### src/rtl/cpu_defs_pkg.sv
// Shared definitions for the HI/LO multiply/divide sequencer.
//   - operation encodings seen on op_sel
//   - sequencer state encodings
//   - default abort timeout and timer width
//   - skips_unit(): tells whether an accepted operation retires without
//     starting the multiplier or the divider
package cpu_defs_pkg;

  localparam int DATA_W      = 32;
  localparam int TIMEOUT_DEF = 40;
  localparam int TIMER_W     = 6;

  typedef enum logic [1:0] {
    OP_MULT = 2'b00,
    OP_DIV  = 2'b01,
    OP_MTHI = 2'b10,
    OP_MTLO = 2'b11
  } op_e;

  typedef enum logic [1:0] {
    ST_IDLE  = 2'd0,
    ST_ISSUE = 2'd1,
    ST_WAIT  = 2'd2,
    ST_WRITE = 2'd3
  } state_e;

  // A multiply by zero has a known result, a divide by zero is an exception,
  // and moves to HI/LO need no arithmetic: none of these start a unit.
  function automatic logic skips_unit(input op_e op,
                                      input logic [DATA_W-1:0] a,
                                      input logic [DATA_W-1:0] b);
    case (op)
      OP_MULT: return (a == '0) || (b == '0);
      OP_DIV:  return (b == '0);
      default: return 1'b1;
    endcase
  endfunction

endpackage

### src/rtl/op_timer.sv
// Abort timer for the WAIT state of mult_div_ctrl.
// Ports:
//   i_clk     clock
//   i_rst_n   asynchronous active-low reset
//   i_clear   zero the count (held in ISSUE)
//   i_enable  count this cycle (held in WAIT)
//   o_expired high in the enabled cycle whose increment reaches TIMEOUT,
//             i.e. the TIMEOUT-th WAIT cycle
module op_timer
  import cpu_defs_pkg::*;
#(
  parameter int TIMEOUT = TIMEOUT_DEF,
  parameter int CW      = TIMER_W
) (
  input  logic i_clk,
  input  logic i_rst_n,
  input  logic i_clear,
  input  logic i_enable,
  output logic o_expired
);

  logic [CW-1:0] r_cnt;

  assign o_expired = i_enable && (r_cnt == CW'(TIMEOUT - 1));

  always_ff @(posedge i_clk or negedge i_rst_n) begin
    if (!i_rst_n) begin
      r_cnt <= '0;
    end else if (i_clear) begin
      r_cnt <= '0;
    end else if (i_enable) begin
      r_cnt <= r_cnt + CW'(1);
    end
  end

endmodule

### src/rtl/mult_div_ctrl.sv
// Sequencer between the control unit and the external multiplier/divider.
// Owns the architectural HI/LO registers.
// Ports:
//   i_clk, i_rst_n                clock, asynchronous active-low reset
//   i_op_valid, i_op_sel          request and operation (MULT/DIV/MTHI/MTLO)
//   i_op_a, i_op_b                operands (rs, rt); MTHI/MTLO use i_op_a only
//   o_op_ready                    high in IDLE; accept = i_op_valid & o_op_ready
//   o_busy                        stall, high outside IDLE
//   o_mult_start, o_div_start     one-cycle unit start pulses
//   o_unit_a, o_unit_b            latched operands presented to both units
//   i_mult_done/_hi/_lo           multiplier completion and product
//   i_div_done/_quot/_rem         divider completion and result
//   o_hi, o_lo                    HI/LO registers
//   o_done                        one-cycle retire pulse (written or aborted)
//   o_div_zero                    one-cycle divide-by-zero pulse, with o_done
//   o_err                         one-cycle timeout-abort pulse, with o_done
module mult_div_ctrl
  import cpu_defs_pkg::*;
#(
  parameter int TIMEOUT = TIMEOUT_DEF,
  parameter int CW      = TIMER_W
) (
  input  logic        i_clk,
  input  logic        i_rst_n,
  input  logic        i_op_valid,
  input  logic [1:0]  i_op_sel,
  input  logic [31:0] i_op_a,
  input  logic [31:0] i_op_b,
  output logic        o_op_ready,
  output logic        o_busy,
  output logic        o_mult_start,
  output logic        o_div_start,
  output logic [31:0] o_unit_a,
  output logic [31:0] o_unit_b,
  input  logic        i_mult_done,
  input  logic [31:0] i_mult_hi,
  input  logic [31:0] i_mult_lo,
  input  logic        i_div_done,
  input  logic [31:0] i_div_quot,
  input  logic [31:0] i_div_rem,
  output logic [31:0] o_hi,
  output logic [31:0] o_lo,
  output logic        o_done,
  output logic        o_div_zero,
  output logic        o_err
);

  state_e             r_state;
  op_e                r_op_sel;
  logic [DATA_W-1:0]  r_op_a;
  logic [DATA_W-1:0]  r_op_b;
  logic [DATA_W-1:0]  r_hi;
  logic [DATA_W-1:0]  r_lo;
  logic               r_mult_start;
  logic               r_div_start;
  logic               r_done;
  logic               r_div_zero;
  logic               r_err;

  op_e                w_op_in;
  logic               w_accept;
  logic               w_unit_done;
  logic               w_tmr_clear;
  logic               w_tmr_en;
  logic               w_expired;

  assign w_op_in  = op_e'(i_op_sel);
  assign w_accept = i_op_valid && (r_state == ST_IDLE);

  // Only the unit that was started is listened to; the other one's done is
  // meaningless for this operation.
  assign w_unit_done = (r_op_sel == OP_MULT) ? i_mult_done : i_div_done;

  assign w_tmr_clear = (r_state == ST_ISSUE);
  assign w_tmr_en    = (r_state == ST_WAIT);

  op_timer #(
    .TIMEOUT (TIMEOUT),
    .CW      (CW)
  ) u_op_timer (
    .i_clk     (i_clk),
    .i_rst_n   (i_rst_n),
    .i_clear   (w_tmr_clear),
    .i_enable  (w_tmr_en),
    .o_expired (w_expired)
  );

  // Operand latch: data only, loaded on accept and then held stable on the
  // unit operand outputs until the next accept.
  always_ff @(posedge i_clk) begin
    if (w_accept) begin
      r_op_a <= i_op_a;
      r_op_b <= i_op_b;
    end
  end

  always_ff @(posedge i_clk or negedge i_rst_n) begin
    if (!i_rst_n) begin
      r_state      <= ST_IDLE;
      r_op_sel     <= OP_MULT;
      r_hi         <= '0;
      r_lo         <= '0;
      r_mult_start <= 1'b0;
      r_div_start  <= 1'b0;
      r_done       <= 1'b0;
      r_div_zero   <= 1'b0;
      r_err        <= 1'b0;
    end else begin
      r_mult_start <= 1'b0;
      r_div_start  <= 1'b0;
      r_done       <= 1'b0;
      r_div_zero   <= 1'b0;
      r_err        <= 1'b0;

      case (r_state)
        ST_IDLE: begin
          if (i_op_valid) begin
            r_op_sel <= w_op_in;
            if (skips_unit(w_op_in, i_op_a, i_op_b)) begin
              // Retire next cycle; HI/LO written now so WRITE shows them.
              r_state <= ST_WRITE;
              r_done  <= 1'b1;
              case (w_op_in)
                OP_MTHI: r_hi <= i_op_a;
                OP_MTLO: r_lo <= i_op_a;
                OP_MULT: begin
                  r_hi <= '0;
                  r_lo <= '0;
                end
                OP_DIV:  r_div_zero <= 1'b1;
              endcase
            end else begin
              r_state      <= ST_ISSUE;
              r_mult_start <= (w_op_in == OP_MULT);
              r_div_start  <= (w_op_in == OP_DIV);
            end
          end
        end

        ST_ISSUE: begin
          r_state <= ST_WAIT;
        end

        ST_WAIT: begin
          // A done in the expiry cycle still wins over the abort.
          if (w_unit_done) begin
            r_state <= ST_WRITE;
            r_done  <= 1'b1;
            if (r_op_sel == OP_MULT) begin
              r_hi <= i_mult_hi;
              r_lo <= i_mult_lo;
            end else begin
              r_hi <= i_div_rem;
              r_lo <= i_div_quot;
            end
          end else if (w_expired) begin
            r_state <= ST_IDLE;
            r_done  <= 1'b1;
            r_err   <= 1'b1;
          end
        end

        ST_WRITE: begin
          r_state <= ST_IDLE;
        end

        default: begin
          r_state <= ST_IDLE;
        end
      endcase
    end
  end

  assign o_op_ready   = (r_state == ST_IDLE);
  assign o_busy       = (r_state != ST_IDLE);
  assign o_mult_start = r_mult_start;
  assign o_div_start  = r_div_start;
  assign o_unit_a     = r_op_a;
  assign o_unit_b     = r_op_b;
  assign o_hi         = r_hi;
  assign o_lo         = r_lo;
  assign o_done       = r_done;
  assign o_div_zero   = r_div_zero;
  assign o_err        = r_err;

endmodule

### config.mk
export PLATFORM = sky130hd
export DESIGN_NAME = mult_div_ctrl
export DESIGN_NICKNAME = d
export VERILOG_FILES = /design/src/rtl/cpu_defs_pkg.sv /design/src/rtl/op_timer.sv /design/src/rtl/mult_div_ctrl.sv
export SDC_FILE = /design/constraint.sdc
export NUM_CORES = 1
export LEC_CHECK = 0
export BUFFER_PORTS_ARGS = -buffer_cell sky130_fd_sc_hd__buf_2
export CORE_ASPECT_RATIO = 0.75
export CORE_MARGIN = 3
export CORE_UTILIZATION = 40
export DETAILED_ROUTE_END_ITERATION = 16
export PLACE_DENSITY_LB_ADDON = 0.3
export SYNTH_ARGS = -nofsm -noshare
export SYNTH_HDL_FRONTEND = slang
export SYNTH_HIERARCHICAL = 1
export SYNTH_SLANG_ARGS = --single-unit
### constraint.sdc
create_clock -name i_clk -period 4.8 [get_ports i_clk]
set_input_delay 0.24 -clock i_clk [delete_from_list [all_inputs] [get_ports i_clk]]
set_output_delay 0.24 -clock i_clk [all_outputs]
set_load 0.01 [all_outputs]
# [After elaboration in Yosys (flattened, before gate mapping)]
# Index checks and enable logic that the tools add are counted.
[word_totals] elab_cells=81 reg_bits=143 output_inout_bits=135
[classes] eq_ne=13 n_reduce_logical=15 n_addsub=1 muxes=40
[ops] op="2-to-1 mux 32 bit" n=8
[ops] op="one-hot mux 32 bit (2 select lines)" n=4
[ops] op="logical NOT 32 bit" n=2
[ops] op="2-to-1 mux 1 bit" n=19
[ops] op="2-to-1 mux 6 bit" n=2
[ops] op="AND reduction 5 bit" n=2
[ops] op="== test 2 bit, second input constant" n=4
[ops] op="2-to-1 mux 2 bit" n=4
[ops] op="one-hot mux 2 bit (4 select lines)" n=1
[ops] op="adder 6 x 1 -> 6 bit, second input constant" n=1
[ops] op="== test 6 bit, second input constant" n=1
[ops] op="logical NOT 2 bit" n=3
[ops] op="!= test 3 x 1 -> 1 bit, second input constant" n=2
[ops] op="nonzero test 2 bit" n=3
[ops] op="== test 2 x 1 -> 1 bit, second input constant" n=2
[ops] op="!= test 2 bit, second input constant" n=2
[ops] op="one-hot mux 1 bit (2 select lines)" n=2
[ops] op="AND reduction 2 bit" n=2
[ops] op="!= test 3 bit, second input constant" n=1
[ops] op="logical AND 1 bit" n=2
[ops] op="!= test 2 x 1 -> 1 bit, second input constant" n=1
[ops] op="logical OR 1 bit" n=1

# [Longest topological paths before layout]
[depth] word_depth=8 depth_mapped=10

# [Hierarchy]
# Netlist, hierarchy kept.
[modules_own_cells] module="mult_div_ctrl" area_per_inst_um2=6364.9 instances=1 seq_area_each_um2=3748.6 cells_per_inst=446
[modules_own_cells] module="op_timer" area_per_inst_um2=281.5 instances=1 seq_area_each_um2=150.1 cells_per_inst=27

# [Worst setup path after synthesis]
# Ideal clock, no wire load.
[synth_path] kind="reg2reg" from="reg r_state[1]" to="reg r_done (netlist: o_done)" path_stages_with_launch=6 path_slack_ns=2.107 arrival_time_ns=2.616 period_less_slack_ns=2.693 setup_time_ns=0.077 cell_sequence="dfrtp_1 -> nor2_1 -> nand2_1 -> inv_1 -> o21ai_0 -> a21oi_1"
[synth_between] word_cells_on_any_way=6 classes_between="eq/ne (1); mux (3); reduce/logical (2)"
[synth_rtl] item="start, declared" line="mult_div_ctrl.sv:48" text="state_e r_state;"
[synth_rtl] item="start signal, assigned" line="mult_div_ctrl.sv:99" text="r_state <= ST_IDLE;"
[synth_rtl] item="start signal, assigned" line="mult_div_ctrl.sv:121" text="r_state <= ST_WRITE;"
[synth_rtl] item="start signal, assigned" line="mult_div_ctrl.sv:133" text="r_state <= ST_ISSUE;"
[synth_rtl] item="logical NOT 2 bit"
[synth_rtl] item="net o_op_ready" line="mult_div_ctrl.sv:29" text="output logic o_op_ready,"
[synth_rtl] item="one-hot mux 1 bit (2 select lines)" line="mult_div_ctrl.sv:115" text="case (r_state)"
[synth_rtl] item="end signal, assigned" line="mult_div_ctrl.sv:105" text="r_done <= 1'b0;"
[synth_rtl] item="end signal, assigned" line="mult_div_ctrl.sv:111" text="r_done <= 1'b0;"
[synth_rtl] item="end signal, assigned" line="mult_div_ctrl.sv:122" text="r_done <= 1'b1;"
[synth_rtl] item="end, declared" line="mult_div_ctrl.sv:56" text="logic r_done;"
# The timed path passes the listed nets, and every way through them passes these cells.
# A chain may end at the register's enable or synchronous reset.

# [Worst setup path after layout]
[layout_path] from="reg r_state[1]" to="reg r_op_a[9] (netlist: o_unit_a[9]) (enable)"
[layout_between] elab_chain_cells=2
[layout_lines] item="logical NOT 2 bit" line="mult_div_ctrl.sv:68" text="assign w_accept = i_op_valid && (r_state == ST_IDLE);"
[layout_lines] item="logical AND 1 bit" line="mult_div_ctrl.sv:68"
[layout_lines] item="net w_accept" line="mult_div_ctrl.sv:61" text="logic w_accept;"
[layout_lines] item="end signal, assigned" line="mult_div_ctrl.sv:92" text="r_op_a <= i_op_a;"
[layout_lines] item="end, declared" line="mult_div_ctrl.sv:50" text="logic [DATA_W-1:0] r_op_a;"
# The timed path passes the listed nets, and every way through them passes these cells.

==> run_results.csv <==
group,metric,value,unit
run_status,outcome,"completed",
synthesis,synth.ff_latch_count,143,
sta,rsz0062_at_grt,"no",
layout,utilization,56.0,%
global_routing,grt_pass1_wl,30300,µm
sta,worstMarginPinSlew,1.15,ns
sta,fin_crit_sh,54.2,%
worst_setup_path,crit_path_end_kind,"flop",
drt,viasPerCell,4.97,
synthesis,yosys_warnings,6,
global_routing,grt_pass1_vias,5259,
run,maxCapViolations,0,
worst_setup_path,reg2reg_to,"o_unit_a[9]",
placement,place_congestion,0.805,
sta,setup_viol,0,
worst_setup_path,arrival,2.69,ns
layout,antenna_cells,0,
cts,root_buffer,"clkbuf_16",
drt,ant_nets,0,
sta,slew-limit-headroom,23.4,%
layout,num-fill-cells,1396,
floorplan,dieHeight,118,µm
drt,routed_wl,19900,µm
cts,cts_tree,"built",
worst_setup_path,start_kind,"flop",
worst_setup_path,cpPeakStageDelay,0.85,ns
cts,cts_buffers,17,
pwr,vdd_ir_drop_max,0.000236,V
drt,vias,5127,
drt,drc,0,
worst_setup_path,path_max_fanout,51,
sta,timing.fmax,384,MHz
worst_setup_path,crit_start,"r_state[1]",
worst_setup_path,ff2ff_path_depth,4,
sta,slew_viol_final,0,
synthesis,yosysSeqAreaShare,58.7,%
floorplan,die_area,18200,µm²
layout,final_layout_size_suffix_gt1_share,53.8,%
floorplan,die_w,155,µm
layout,syn_to_final_growth,36.2,%
pwr,p_leak,4.39,nW
drt,drtIter0Drc,296,
synthesis,synthDistinctLibCells,27,
floorplan,initial_core_util,41.1,%
worst_setup_path,critPathKind,"flop to flop",
worst_setup_path,cp.required,4.89,ns
worst_setup_path,r2r_start,"r_state[1]",
cts,cts_resized,0,
sta,finalCriticalPeriod,2.60,ns
drt,dr.pass1.iters,5,
layout,nets,1010,
worst_setup_path,cp-endpoint,"o_unit_a[9]",
global_routing,antenna_found_initial,0,
synthesis,synth_nets,673,
sta,finClkSkew,0.00525,ns
placement,port_buffers,333,
floorplan,rows,40,
synthesis,mappedNetlistArea,6650,µm²
cts,path_clk_slew,0.06,ns
floorplan,core_area,16200,µm²
worst_setup_path,r2r_slack,2.20,ns
sta,fin_setup_tns,0,ns
drt,wl_per_cell,19.2,µm
global_routing,grt_overflow_total,0,
cts,cts_sinks,143,
synthesis,synthCells,473,
cts,h-tree-depth,4,
cts,clock_latency,0.41,ns
worst_setup_path,cp_slowest_cell,"inv_2",
placement,hpwl,14700,µm
global_routing,grt_usage,21.5,%
pwr,power.density,635,nW/µm²
worst_setup_path,crit_chain,"nor2_1 -> nand2_1 -> inv_2 -> buf_4",
sta,hold_viol,0,
worst_hold_path,hold_path.class,"primary input to asynchronous set/reset pin",
synthesis,syn_area_per_cell,14.1,µm²
floorplan,io_pins,334,
cts,clock_path_buffers,2,
global_routing,grt_max_degree,80,
[power by group]
| group | leakage [nW] | switching (mW) | internal (mW) |
|---|---|---|---|
| clock network | 0.283 | 0.495 | 0.802 |
| logic | 2.53 | 1.30 | 1.23 |
| registers | 1.57 | 0.216 | 1.70 |
[cells in the mapped netlist, drive strengths merged]
library cell | number | area share [%]
ha | 1 | 0.19
nand4 | 5 | 0.47
nand2 | 45 | 2.5
or3 | 1 | 0.094
nor4 | 17 | 2.0
mux2i | 66 | 9.9
mux2 | 64 | 14
clkbuf | 6 | 0.34
buf | 18 | 2.7
xnor2 | 1 | 0.13
o311a | 2 | 0.64
xor2 | 4 | 0.53
nor4b | 1 | 0.13
nor3 | 3 | 0.40
edfxtp | 64 | 29
o21bai | 1 | 0.17
nand3 | 2 | 0.15
inv | 6 | 0.34
o21ai | 69 | 5.2
a21oi | 4 | 0.30
nor2 | 12 | 0.68
o22ai | 2 | 0.19
dfrtp | 79 | 30
[cell families (layout without fill, tap and decap cells)]
| kind of cell | count (synthesis) | after routing | synth area share (%) |
|---|---|---|---|
| compound gates | 78 | 78 | 6.49 |
| xor+xnor | 5 | 5 | 0.659 |
| fa+ha+maj | 1 | 1 | 0.188 |
| buf+inv | 30 | 379 | 3.39 |
| flops | 143 | 143 | 58.7 |
| mux | 130 | 130 | 24.2 |
| simple gates | 86 | 86 | 6.44 |
[through the flow]
stage	area [µm²]	cells	setup WS [ns]	hold slack, ns	power [mW]
2_1_floorplan	6650	473	2.11	-0.0556	3.73
3_3_place_gp	8420	996	1.90	0.432	4.42
3_5_place_dp	8420	996	1.88	0.434	4.49
4_1_cts	9020	1029	2.17	0.00114	5.80
5_1_grt	9050	1032	2.04	0.000832	6.07
6_report	9050	1032	2.20	0.00794	5.75
[worst max-delay path: cells and delay by family, from the launching register on]
family | cells | cell delay (ns)
buf+inv | 2 | 1.29
simple gates | 2 | 0.50
flops | 1 | 0.47
[flip-flops by register name (all words and copies together) (netlist names)]
signal	count
r_state	2
r_op_sel	2
o_div_start	1
o_hi	32
o_done	1
o_mult_start	1
o_err	1
o_lo	32
u_op_timer/r_cnt	6
o_unit_a	32
o_div_zero	1
o_unit_b	32
[how the worst min path moves through the flow]
stage | slack [ns] | from | depth (start not counted) | to
2_1_floorplan | -0.06 | i_rst_n | 0 | o_div_start
3_3_place_gp | 0.43 | i_op_b[30] | 1 | o_unit_b[30]
3_5_place_dp | 0.43 | i_op_b[6] | 1 | o_unit_b[6]
4_1_cts | 0.001 | i_op_b[1] | 1 | o_unit_b[1]
5_1_grt | 0.0008 | i_op_b[21] | 1 | o_unit_b[21]
6_report | 0.008 | i_rst_n | 1 | o_lo[17]
[metal layers]
| metal | GRT usage, % | share of wire [%] | up-vias |
|---|---|---|---|
| met1 | 28.9 | 44 | 2444 |
| met3 | 5.88 | 7.1 | 23 |
| met5 | 0 | 0 | - |
| met2 | 35.0 | 47 | 228 |
| met4 | 5.02 | 1.5 | 0 |
| li1 | - | - | 2432 |
[cell type report]
cell class              count  area, µm²  share of cell area [%]
clock buffers              21        470                    5.20
clock inverters            10        111                    1.23
inverters                   6       22.5                   0.249
multi-input cells         300       2540                    28.1
flip-flops and latches    143       3900                    43.1
well taps                 210        263                    2.90
repair buffers            342       1750                    19.3
[placed cells by master, fill, tap and decap left out, drive strengths merged]
cell type	instances
nand2	45
nor4	17
o22ai	2
clkinvlp	2
bufinv	2
a21oi	4
clkinv	5
xnor2	1
o311a	2
nor2	12
dlygate4sd3	5
buf	337
dfrtp	79
inv	7
nand3	2
or3	1
clkbuf	21
edfxtp	64
nand4	5
o21ai	69
nor4b	1
o21bai	1
xor2	4
mux2	64
nor3	3
mux2i	66
ha	1
[timing repair]
item                                   4_1_cts  5_1_grt
endpoints found under the hold margin        2        3
buffers inserted                             0        0
hold buffers                                 2        3
Note: power is estimated with default switching activity, not from simulation.
